### config.mk
export PLATFORM = sky130hd
export DESIGN_NAME = vending_ctrl
export DESIGN_NICKNAME = d
export VERILOG_FILES = /design/src/rtl/vending_ctrl.sv
export SDC_FILE = /design/constraint.sdc
export NUM_CORES = 1
export LEC_CHECK = 0
export CORE_AREA = 2 2 70 45
export DETAILED_ROUTE_END_ITERATION = 10
export DIE_AREA = 0 0 72 47
export PLACE_DENSITY = 0.51
export SYNTH_ARGS = -nofsm -noshare
export SYNTH_HDL_FRONTEND = slang
export SYNTH_SLANG_ARGS = --single-unit
### constraint.sdc
create_clock -name clk -period 3.7 [get_ports clk]
set_input_delay 0.74 -clock clk [delete_from_list [all_inputs] [get_ports clk]]
set_output_delay 0.74 -clock clk [all_outputs]
set_load 0.02 [all_outputs]
### src/rtl/vending_ctrl.sv
// ============================================================================
// Module   : vending_ctrl
// Brief    : Coin-credit vending controller with dispense handshake, change
//            pulse payout, overflow/busy coin rejection. Optional cancel/refund
//            path enabled by defining VEND_CANCEL_EN.
// Revision : 1.0 - initial parametrised release
// ============================================================================
`default_nettype none

module vending_ctrl #(
    parameter int CREDIT_W   = 4,
    parameter int PRICE      = 6,
    parameter int COIN0_VAL  = 1,
    parameter int COIN1_VAL  = 2,
    parameter int COIN2_VAL  = 4,
    parameter int MAX_CREDIT = 12
) (
    input  logic                clk,
    input  logic                rst,
    input  logic                coin_valid,
    input  logic [1:0]          coin_sel,
    input  logic                cancel,
    input  logic                dispense_ack,
    output logic [CREDIT_W-1:0] credit,
    output logic                dispense,
    output logic                change_pulse,
    output logic                coin_reject,
    output logic [1:0]          state,
    output logic                busy
);

    localparam logic [1:0] S_IDLE     = 2'd0;
    localparam logic [1:0] S_COLLECT  = 2'd1;
    localparam logic [1:0] S_DISPENSE = 2'd2;
    localparam logic [1:0] S_CHANGE   = 2'd3;

    localparam logic [CREDIT_W:0]   c_PRICE_X = (CREDIT_W+1)'(PRICE);
    localparam logic [CREDIT_W:0]   c_MAX_X   = (CREDIT_W+1)'(MAX_CREDIT);
    localparam logic [CREDIT_W-1:0] c_PRICE   = CREDIT_W'(PRICE);
    localparam logic [CREDIT_W-1:0] c_ONE     = CREDIT_W'(1);

`ifdef VEND_CANCEL_EN
    localparam logic c_CANCEL_EN = 1'b1;
`else
    localparam logic c_CANCEL_EN = 1'b0;
`endif

    logic [1:0]          r_state;
    logic [CREDIT_W-1:0] r_credit;
    logic                r_phase;
    logic                r_coin_reject;

    logic [1:0]          w_state_nxt;
    logic [CREDIT_W-1:0] w_credit_nxt;
    logic                w_phase_nxt;
    logic                w_accept;
    logic                w_reject_nxt;
    logic                w_cancel_req;
    logic                w_coin_legal;
    logic [CREDIT_W-1:0] w_coin_val;
    logic [CREDIT_W:0]   w_sum;

    always_comb begin
        w_coin_val   = '0;
        w_coin_legal = 1'b1;
        case (coin_sel)
            2'd0:    w_coin_val = CREDIT_W'(COIN0_VAL);
            2'd1:    w_coin_val = CREDIT_W'(COIN1_VAL);
            2'd2:    w_coin_val = CREDIT_W'(COIN2_VAL);
            default: w_coin_legal = 1'b0;
        endcase
    end

    // Extra bit keeps the overflow compare honest when credit+val wraps CREDIT_W.
    assign w_sum        = {1'b0, r_credit} + {1'b0, w_coin_val};
    assign w_cancel_req = c_CANCEL_EN && cancel && (r_state == S_COLLECT);

    // State register
    always_ff @(posedge clk or posedge rst) begin
        if (rst) begin
            r_state       <= S_IDLE;
            r_credit      <= '0;
            r_phase       <= 1'b0;
            r_coin_reject <= 1'b0;
        end else begin
            r_state       <= w_state_nxt;
            r_credit      <= w_credit_nxt;
            r_phase       <= w_phase_nxt;
            r_coin_reject <= w_reject_nxt;
        end
    end

    // Next-state logic
    always_comb begin
        w_state_nxt  = r_state;
        w_credit_nxt = r_credit;
        w_phase_nxt  = r_phase;
        w_accept     = 1'b0;
        case (r_state)
            S_IDLE, S_COLLECT: begin
                if (w_cancel_req) begin
                    w_state_nxt = S_CHANGE;
                    w_phase_nxt = 1'b0;
                end else if (coin_valid && w_coin_legal && (w_sum <= c_MAX_X)) begin
                    w_accept     = 1'b1;
                    w_credit_nxt = w_sum[CREDIT_W-1:0];
                    w_state_nxt  = (w_sum >= c_PRICE_X) ? S_DISPENSE : S_COLLECT;
                end
            end
            S_DISPENSE: begin
                if (dispense_ack) begin
                    w_credit_nxt = r_credit - c_PRICE;
                    w_state_nxt  = (r_credit != c_PRICE) ? S_CHANGE : S_IDLE;
                    w_phase_nxt  = 1'b0;
                end
            end
            S_CHANGE: begin
                // phase 0 is the pulse-high cycle; that edge spends one unit.
                if (!r_phase) begin
                    w_credit_nxt = r_credit - c_ONE;
                    if (r_credit == c_ONE) begin
                        w_state_nxt = S_IDLE;
                        w_phase_nxt = 1'b0;
                    end else begin
                        w_phase_nxt = 1'b1;
                    end
                end else begin
                    w_phase_nxt = 1'b0;
                end
            end
            default: ;
        endcase
        w_reject_nxt = coin_valid && !w_accept;
    end

    // Output decode, registers only
    always_comb begin
        credit       = r_credit;
        state        = r_state;
        coin_reject  = r_coin_reject;
        dispense     = (r_state == S_DISPENSE);
        change_pulse = (r_state == S_CHANGE) && !r_phase;
        busy         = r_state[1];
    end

endmodule

`default_nettype wire

* Word-level counts from Yosys, hierarchy flattened
Cells that the tools add are included.
** Word-level totals
- Input port bits :: 7
- Output and inout port bits :: 10
- Word-level logic and storage cells :: 53
- Register bits :: 8
** Cells by class
- Bitwise gates (word level) :: 1
- Multiplexer cells :: 19
- $lt $le $gt $ge :: 2
- $add $sub $neg :: 3
- Equality and inequality tests :: 11
- Reductions and logical operators :: 13
** Operator list (count)
- 2-bit two-way mux :: 6
- 4-bit two-way mux :: 3
- 4-bit one-hot mux with 3 select lines :: 1
- 3-bit one-hot mux with 3 select lines :: 1
- 2-bit inequality test (second input constant) :: 4
- 2-bit == test (second input constant) :: 3
- 1-bit two-way mux :: 6
- 2-bit one-hot mux with 3 select lines :: 1
- 4-bit by 4-bit adder with 5-bit output :: 1
- 5-bit by 3-bit greater-or-equal comparator with 1-bit output (second input constant) :: 1
- 5-bit by 4-bit less-or-equal comparator with 1-bit output (second input constant) :: 1
- 2-bit by 1-bit == test with 1-bit output (second input constant) :: 2
- 4-bit by 1-bit == test with 1-bit output (second input constant) :: 1
- 1-bit logical AND :: 4
- 2-bit logical NOT :: 2
- 4-bit by 3-bit inequality test with 1-bit output (second input constant) :: 1
- 4-bit AND reduction :: 1
- 4-bit by 1-bit subtractor with 4-bit output (second input constant) :: 1
- 4-bit by 3-bit subtractor with 4-bit output (second input constant) :: 1
- 3-bit AND reduction :: 1
- 3-bit OR reduction :: 1
- 1-bit logical NOT :: 2
- 1-bit one-hot mux with 2 select lines :: 1
- 2-bit AND reduction :: 1
- other kinds (2) :: 2

* Depth between registers and ports, before layout
Gate-level depths: netlist (run 1).
- Depth after elaboration :: 9
- Gate-level depth with buffers :: 9
- Depth with buffers taken out :: 9

* Worst setup path after synthesis (run 1)
No wires, ideal clock.
- Path kind :: input to register
- Start point :: input port coin_sel[1]
- End point :: register r_state[0], in the netlist state[0]
- Setup slack :: 1.090 ns
- Arrival time :: 2.477 ns
- Buffers on the path :: 0
- Setup time :: 0.133 ns
- Cell stages on the path :: 9
- Required time :: 3.567 ns
- Path through :: nor2_1 ha_1 inv_1 fa_1 xnor2_2 o21ai_2 o311ai_4 mux2i_1 mux2i_1
** Between the ends
- Longest elaborated chain between the ends :: 7
- Elaborated cells on any way between the ends :: 16
- Those cells by class :: 1 x add/sub; 2 x order compare; 3 x eq/ne; 5 x mux; 5 x reduce/logical
** Ends and longest elaborated chain
- start, declared :: RTL line 21 : input logic [1:0] coin_sel,
- 2-bit == test (tied with other cells) :: RTL line 66 : case (coin_sel)
- 3-bit one-hot mux with 3 select lines or 3-bit OR reduction (tied branches)
- 4-bit by 4-bit adder with 5-bit output or 1-bit two-way mux (tied branches) :: RTL line 75, 66
- 5-bit by 3-bit greater-or-equal comparator with 1-bit output (tied with other cells) :: RTL line 107 : w_state_nxt = (w_sum >= c_PRICE_X) ? S_DISPENSE : S_COLLECT;
- 2-bit two-way mux or 1-bit logical AND (tied branches) :: RTL line 107, 104
- 2-bit two-way mux or 2-bit inequality test (tied branches)
- 2-bit one-hot mux with 3 select lines or 4-bit AND reduction (tied branches)
- end signal, assigned :: RTL line 86 : r_state <= w_state_nxt;
- end, declared :: RTL line 48 : logic [1:0] r_state;
Parallel ways exist; a longest one is shown, timed or not. The select of a mux whose other input is x is not followed.
A chain may end at the register's enable or synchronous reset.

* Worst setup path in the final report (run 1)
- Start point :: input port coin_sel[1]
- End point :: register r_credit[2], in the netlist credit[2]
** Between the ends
- Longest elaborated chain between the ends :: 7
- Elaborated cells on any way between the ends :: 14
- Those cells by class :: 1 x add/sub; 1 x order compare; 3 x eq/ne; 4 x mux; 5 x reduce/logical
** Ends and longest elaborated chain
- 2-bit == test (tied with other cells) :: RTL line 66
- 3-bit one-hot mux with 3 select lines or 3-bit OR reduction (tied branches)
- 4-bit by 4-bit adder with 5-bit output or 1-bit two-way mux (tied branches) :: RTL line 75, 66
- 5-bit by 4-bit less-or-equal comparator with 1-bit output or 1-bit logical AND (tied branches) :: RTL line 104 : end else if (coin_valid && w_coin_legal && (w_sum <= c_MAX_X)) begin
- 1-bit logical AND :: RTL line 104
- 2-bit inequality test (no line)
- 3-bit AND reduction (no line)
- end signal, assigned :: RTL line 87 : r_credit <= w_credit_nxt;
- end, declared :: RTL line 49 : logic [CREDIT_W-1:0] r_credit;
Parallel ways exist; a longest one is shown, timed or not. The select of a mux whose other input is x is not followed.

==> results of run 1 <==
path summary, 6_finish.rpt:
check / start / end / slack (ps) / cells after the start
max: coin_sel[1] / credit[2] / 580 / 10
min: r_phase / r_phase / 550 / 1
max reg2reg: credit[1] / credit[2] / 1130 / 7
min reg2reg: r_phase / r_phase / 550 / 1
max in group asynchronous: rst / state[1] / 2690 / 2
min in group asynchronous: rst / credit[2] / 770 / 2
report_power, final:
| group | internal (mW) | switching (mW) | leakage (nW) |
|---|---|---|---|
| logic | 0.270 | 0.289 | 0.325 |
| clock network | 0.0705 | 0.0341 | 0.0216 |
| registers | 0.130 | 0.102 | 0.0930 |
| total | 0.470 | 0.425 | 0.439 |
cell families (layout without fill, tap and decap cells):
group	count (synthesis)	count (layout)	synth area share
buffers and inverters	12	26	0.0631
muxes	4	4	0.0505
DFF	8	8	0.252
AOI/OAI and AO/OA	27	27	0.271
xor gates and xnor gates	2	2	0.0316
and+or+nand+nor	21	21	0.164
adders and majority gates	10	10	0.167
cell type report:
class | instances | area, um2
multi-input combinational | 64 | 543
inverter | 8 | 30.0
fill | 275 | 1750
tap | 34 | 42.5
timing repair buffer | 15 | 150
clock buffer | 3 | 41.3
sequential | 8 | 200
state kept, by name (all words and copies together) (netlist names):
name         cells
coin_reject      1
credit           4
r_phase          1
state            2
placed cells by master, fill, tap and decap left out, types with 3 or more instances in the layout:
master and instances:
nand2b_1 3, nor2_1 3, o21ai_0 3, inv_1 8, clkbuf_8 3, a21oi_1 4, clkdlybuf4s50_1 15, ha_1 9
dfrtp_1 8, mux2i_1 4, nor2b_1 5
metal layers:
layer / vias up / wire, um / GRT usage
li1: 334 / - / -
met1: 297 / 1020 / 0.177
met2: 16 / 630 / 0.148
met3: 0 / 109 / 0.0408
met4: 0 / 0 / 0
met5: - / 0 / 0
cell usage after synthesis (2+ instances only):
master    count
o21a_1        2
dfrtp_1       8
nor2_1        3
o21ai_1       2
o31ai_1       2
nand2b_1      3
a21oi_1       4
clkbuf_1      2
o21ai_0       3
nor2b_1       5
inv_1         8
ha_1          9
mux2i_1       4
nor3b_1       2
critical path, stage by stage:
cell	delay, ps
clkdlybuf4s50_1	450
nor2_1	130
ha_1	170
inv_1	50
fa_1	440
xnor2_2	230
o21ai_2	100
o311ai_4	500
mux2i_1	290
o21ai_1	90
metrics by stage:
stage          total power [mW]  worst slack [ps]  instances  area [um2]   util
4_1_cts                   0.906               563        132        1010  0.365
6_report                  0.895               581        132        1010  0.365
2_1_floorplan             0.617              1090         84         793      -
3_3_place_gp              0.797               359        129         966  0.350
3_5_place_dp              0.796               324        129         966  0.350
5_1_grt                   0.977               432        132        1010  0.365
==> run summary, run 1 <==
Worst skew pair latency - 230 ps
Slew Viols, Final - 0
Hpwl dp - 1.39 mm
Row count - 15
Chip height - 47 um
CP Class - primary input to register
ANT cells - 0
Synth Flop Type - dfrtp_1
FMAX - 321 MHz
Clk_skew - 0.300 ps
Static Leak - 0.439 nW
RSZ-0062 raised after global routing - false
Cell taking the most area after synthesis - dfrtp_1
Share of post-route cells with drive strength above 1 - 0.0918
Final min period - 3120 ps
Yosys Warn Count - 0
Grt total ovfl - 0
CTS Root Cell - clkbuf_8
Antenna violations before repair - 0
Worst hold slack - 548 ps
Cells after Synth - 84
Final setup fails - 0
Critical Path RT - 3780 ps
Clock sink count - 8
Core area - 2760 um2
Critical path arrival - 3200 ps
Longest Clk Path Bufs - 2
Worst slew pin tran - 538 ps
CTS Hold Bufs - 0
Via count - 647
CTS Buf Count - 3
Die ar. - 3380 um2
IO Count - 17
Starting DRC count in detailed routing - 76
Number of synthesized flops with an enable pin - 0
CP Capture Type - register
Routed vias/inst - 4.90
Largest net degree at the start of global routing - 18
Pwr dens - 888 nW/um2
Cell area after synthesis - 793 um2
Status - completed
Async S/R FF share, synth - 1.00
DRT Pass-1 Iters - 4
GRT Total Usage - 0.111
CP max FO - 8
Starting Density - 0.288
CTS tree - done
Setup TNS - 0 ps
Worst-path clk slew - 40 ps
Nets - 117
Top cells by area, synth - dfrtp_1 25%, ha_1 14%, mux2i_1 5.0%
Total Wirelength - 1.76 mm
Syn_nets - 101
Synth cell types - 41
Min-Delay Path Class - register to register
Vias in the first global route - 564
P&R area growth vs syn - 27.0%
#FFs+latches synth - 8
Rel. slew slack - 0.641
Post CTS Setup Buffer Count - 0
Final Hold Vio Count - 0
Syn Area/Cell - 9.44 um2
Residual DRC - 0
First-pass GRT wire length - 2.84 mm
Chip width - 72 um
Post_cts resized - 0
RePlAce Congestion - 0.763
Sequential area share after synthesis - 0.252
Routed len/inst - 13.3 um
Critical path launch point type - primary input
Final ANT Viol Nets - 0
Max cap viols - 0
Worst IR Drop VDD - 0.274 mV
H-tree levels - 1
IO Port Bufs - 15
Final Cycle Share - 0.843
Synth top area share - 0.252
(Power assumes the default switching activity.)
==> run 2, diff against run 1 <==
==> constraint.sdc (replaced) <==
create_clock -name clk -period 3 [get_ports clk]
set_input_delay 0.6 -clock clk [delete_from_list [all_inputs] [get_ports clk]]
set_output_delay 0.6 -clock clk [all_outputs]
set_load 0.02 [all_outputs]
==> run 2 against run 1 <==
  * Register-to-register slack lost 550 ps
  * Cell area grew 7.5%
  * Cell count grew 7.6%
  * Die area is the same
  * Core utilization grew 2.7 points
  * Total power grew 34%
==> run summary, run 2 (synthesis gave the netlist of run 1 again) <==
Commonest non-fill, non-tap cell in the layout - clkdlybuf4s50_1
Hold Startpoint - r_phase
Chip height - 47 um (unchanged)
Final Core Density - 0.392 (+0.0272)
Worst skew pair latency - 230 ps (about the same)
Worst r2r dst - credit[2]
Max cap viols - 0 (unchanged)
CP max FO - 3 (-5)
Slowest stage cell, crit path - fa_1
Number of flip-flops under the largest register name - 4 (unchanged)
Residual DRC - 0 (unchanged)
First-pass GRT wire length - 3.17 mm (+11%)
CP cell instances - clkdlybuf4s50_1, nor2_1, ha_1, inv_1, fa_1, xnor2_2, o21ai_2, o311ai_4, buf_4, mux2i_1, o21ai_1
Worst slew pin tran - 365 ps (-173 ps)
Critical Path RT - 3100 ps (-680 ps)
Hpwl dp - 1.57 mm (+12%)
Worst-path clk slew - 40 ps (about the same)
Largest net degree at the start of global routing - 13 (-5)
Min-Delay Path Class - register to register
Worst setup margin - 149 ps (-432 ps)
Starting DRC count in detailed routing - 17 (-78%)
ANT cells - 0 (unchanged)
Chip width - 72 um (unchanged)
Filler instances - 293 (+6.5%)
Most frequent cells in the layout - 15 x clkdlybuf4s50_1, 10 x buf_4, 9 x ha_1
IO Port Bufs - 15 (unchanged)
Setup crit start - coin_sel[1]
Worst Reg2Reg Path Length in Cells - 8 (+1)
Core area - 2760 um2 (unchanged)
Final setup fails - 0 (unchanged)
Clk_skew - 2.43 ps (+2.13 ps)
CTS Hold Bufs - 0 (unchanged)
Pre-CTS WS - -117 ps (-442 ps)
IO Count - 17 (unchanged)
Clock sink count - 8 (unchanged)
RePlAce Congestion - 0.814 (+6.7%)
P&R area growth vs syn - 36.4%
Nets - 127 (+8.5%)
H-tree levels - 1 (unchanged)
CP Capture Type - register
Share of post-route cells with drive strength above 1 - 0.176 (+0.0841)
Pwr dens - 1100 nW/um2 (+24%)
CTS Root Cell - clkbuf_8
Hold endpoint - r_phase
DRT Pass-1 Iters - 4 (unchanged)
CTS Buf Count - 3 (unchanged)
Row count - 15 (unchanged)
Final Cycle Share - 0.950
Die ar. - 3380 um2 (unchanged)
GRT Total Usage - 0.128 (+0.0165)
Placed cell area - 1040 um2 (+7.8%)
Critical path arrival - 2960 ps (-240 ps)
Post_cts resized - 0 (unchanged)
Critical path launch point type - primary input
Total Wirelength - 1.94 mm (+11%)
Longest Clk Path Bufs - 2 (unchanged)
Critical Path Max Stage Delay - 450 ps (-50 ps)
Antenna violations before repair - 0 (unchanged)
RSZ-0062 raised after global routing - false
Final min period - 2850 ps
Setup TNS - 0 ps (unchanged)
Flop-to-flop setup slack - 580 ps (-550 ps)
Final ANT Viol Nets - 0 (unchanged)
Routed len/inst - 13.7 um (+3.0%)
CTS tree - done
Static Leak - 0.486 nW (+11%)
FMAX - 351 MHz
Worst hold stages - 1 (unchanged)
Final Hold Vio Count - 0 (unchanged)
Vias in the first global route - 641 (+14%)
CP Class - primary input to register
Grt total ovfl - 0 (unchanged)
Worst hold slack - 561 ps (+13.4 ps)
Critical path depth in cells - 11 (+1)
Worst IR Drop VDD - 0.277 mV (+1.2%)
Post CTS Setup Buffer Count - 0 (unchanged)
Routed vias/inst - 5.15 (+5.2%)
Via count - 732 (+13%)
WP buf/inv - 3 (+1)
Starting Density - 0.288 (unchanged)
Design Area, Final - 1080 um2 (+7.5%)
CP delay by family, top - buffers and inverters
FF-to-FF Start - credit[1]
Status - completed
Slew Viols, Final - 0 (unchanged)
Rel. slew slack - 0.754 (+0.113)
run 2: cell count changes in the layout (fill, tap and decap cells not counted):
cell   before  now
buf_4       0   10
run 2: metrics by stage:
stage               power (mW)  cells
global route              1.30    142
floorplan                0.761     84
CTS                       1.21    142
global placement          1.06    139
finish                    1.20    142
detailed placement        1.06    139
run 2: metal layers:
layer / routed length (um) / GRT usage
met5: 0 / 0
met4: 8 / 0.0340
met3: 146 / 0.0451
met2: 800 / 0.185
met1: 989 / 0.182
run 2: area by class of cell:
| cell class | instances | area (um2) | share of cell area |
|---|---|---|---|
| Multi-Input combinational cell | 64 | 543 | 0.502 |
| Timing Repair Buffer | 25 | 225 | 0.208 |
| Sequential cell | 8 | 200 | 0.185 |
| Tap cell | 34 | 42.5 | 0.0393 |
| Clock buffer | 3 | 41.3 | 0.0382 |
| Inverter | 8 | 30.0 | 0.0277 |
run 2: worst reg2reg max path, delay by kind of cell, from the launching register on:
family / cells / cell delay [ps]
fa+ha+maj: 1 / 530
compound gates: 3 / 510
flops: 1 / 470
buf+inv: 2 / 370
xor+xnor: 1 / 220
mux: 1 / 200
run 2: how the worst max path moves through the flow:
stage                           end
after global placement    credit[2]
after global routing      credit[2]
final                     credit[2]
after CTS                 credit[2]
after detailed placement  credit[2]
after floorplan            state[0]
run 2: power breakdown:
group          switching, mW  internal, mW
combinational          0.430         0.393
sequential            0.0787         0.161
clock                 0.0458        0.0872
total                  0.555         0.641
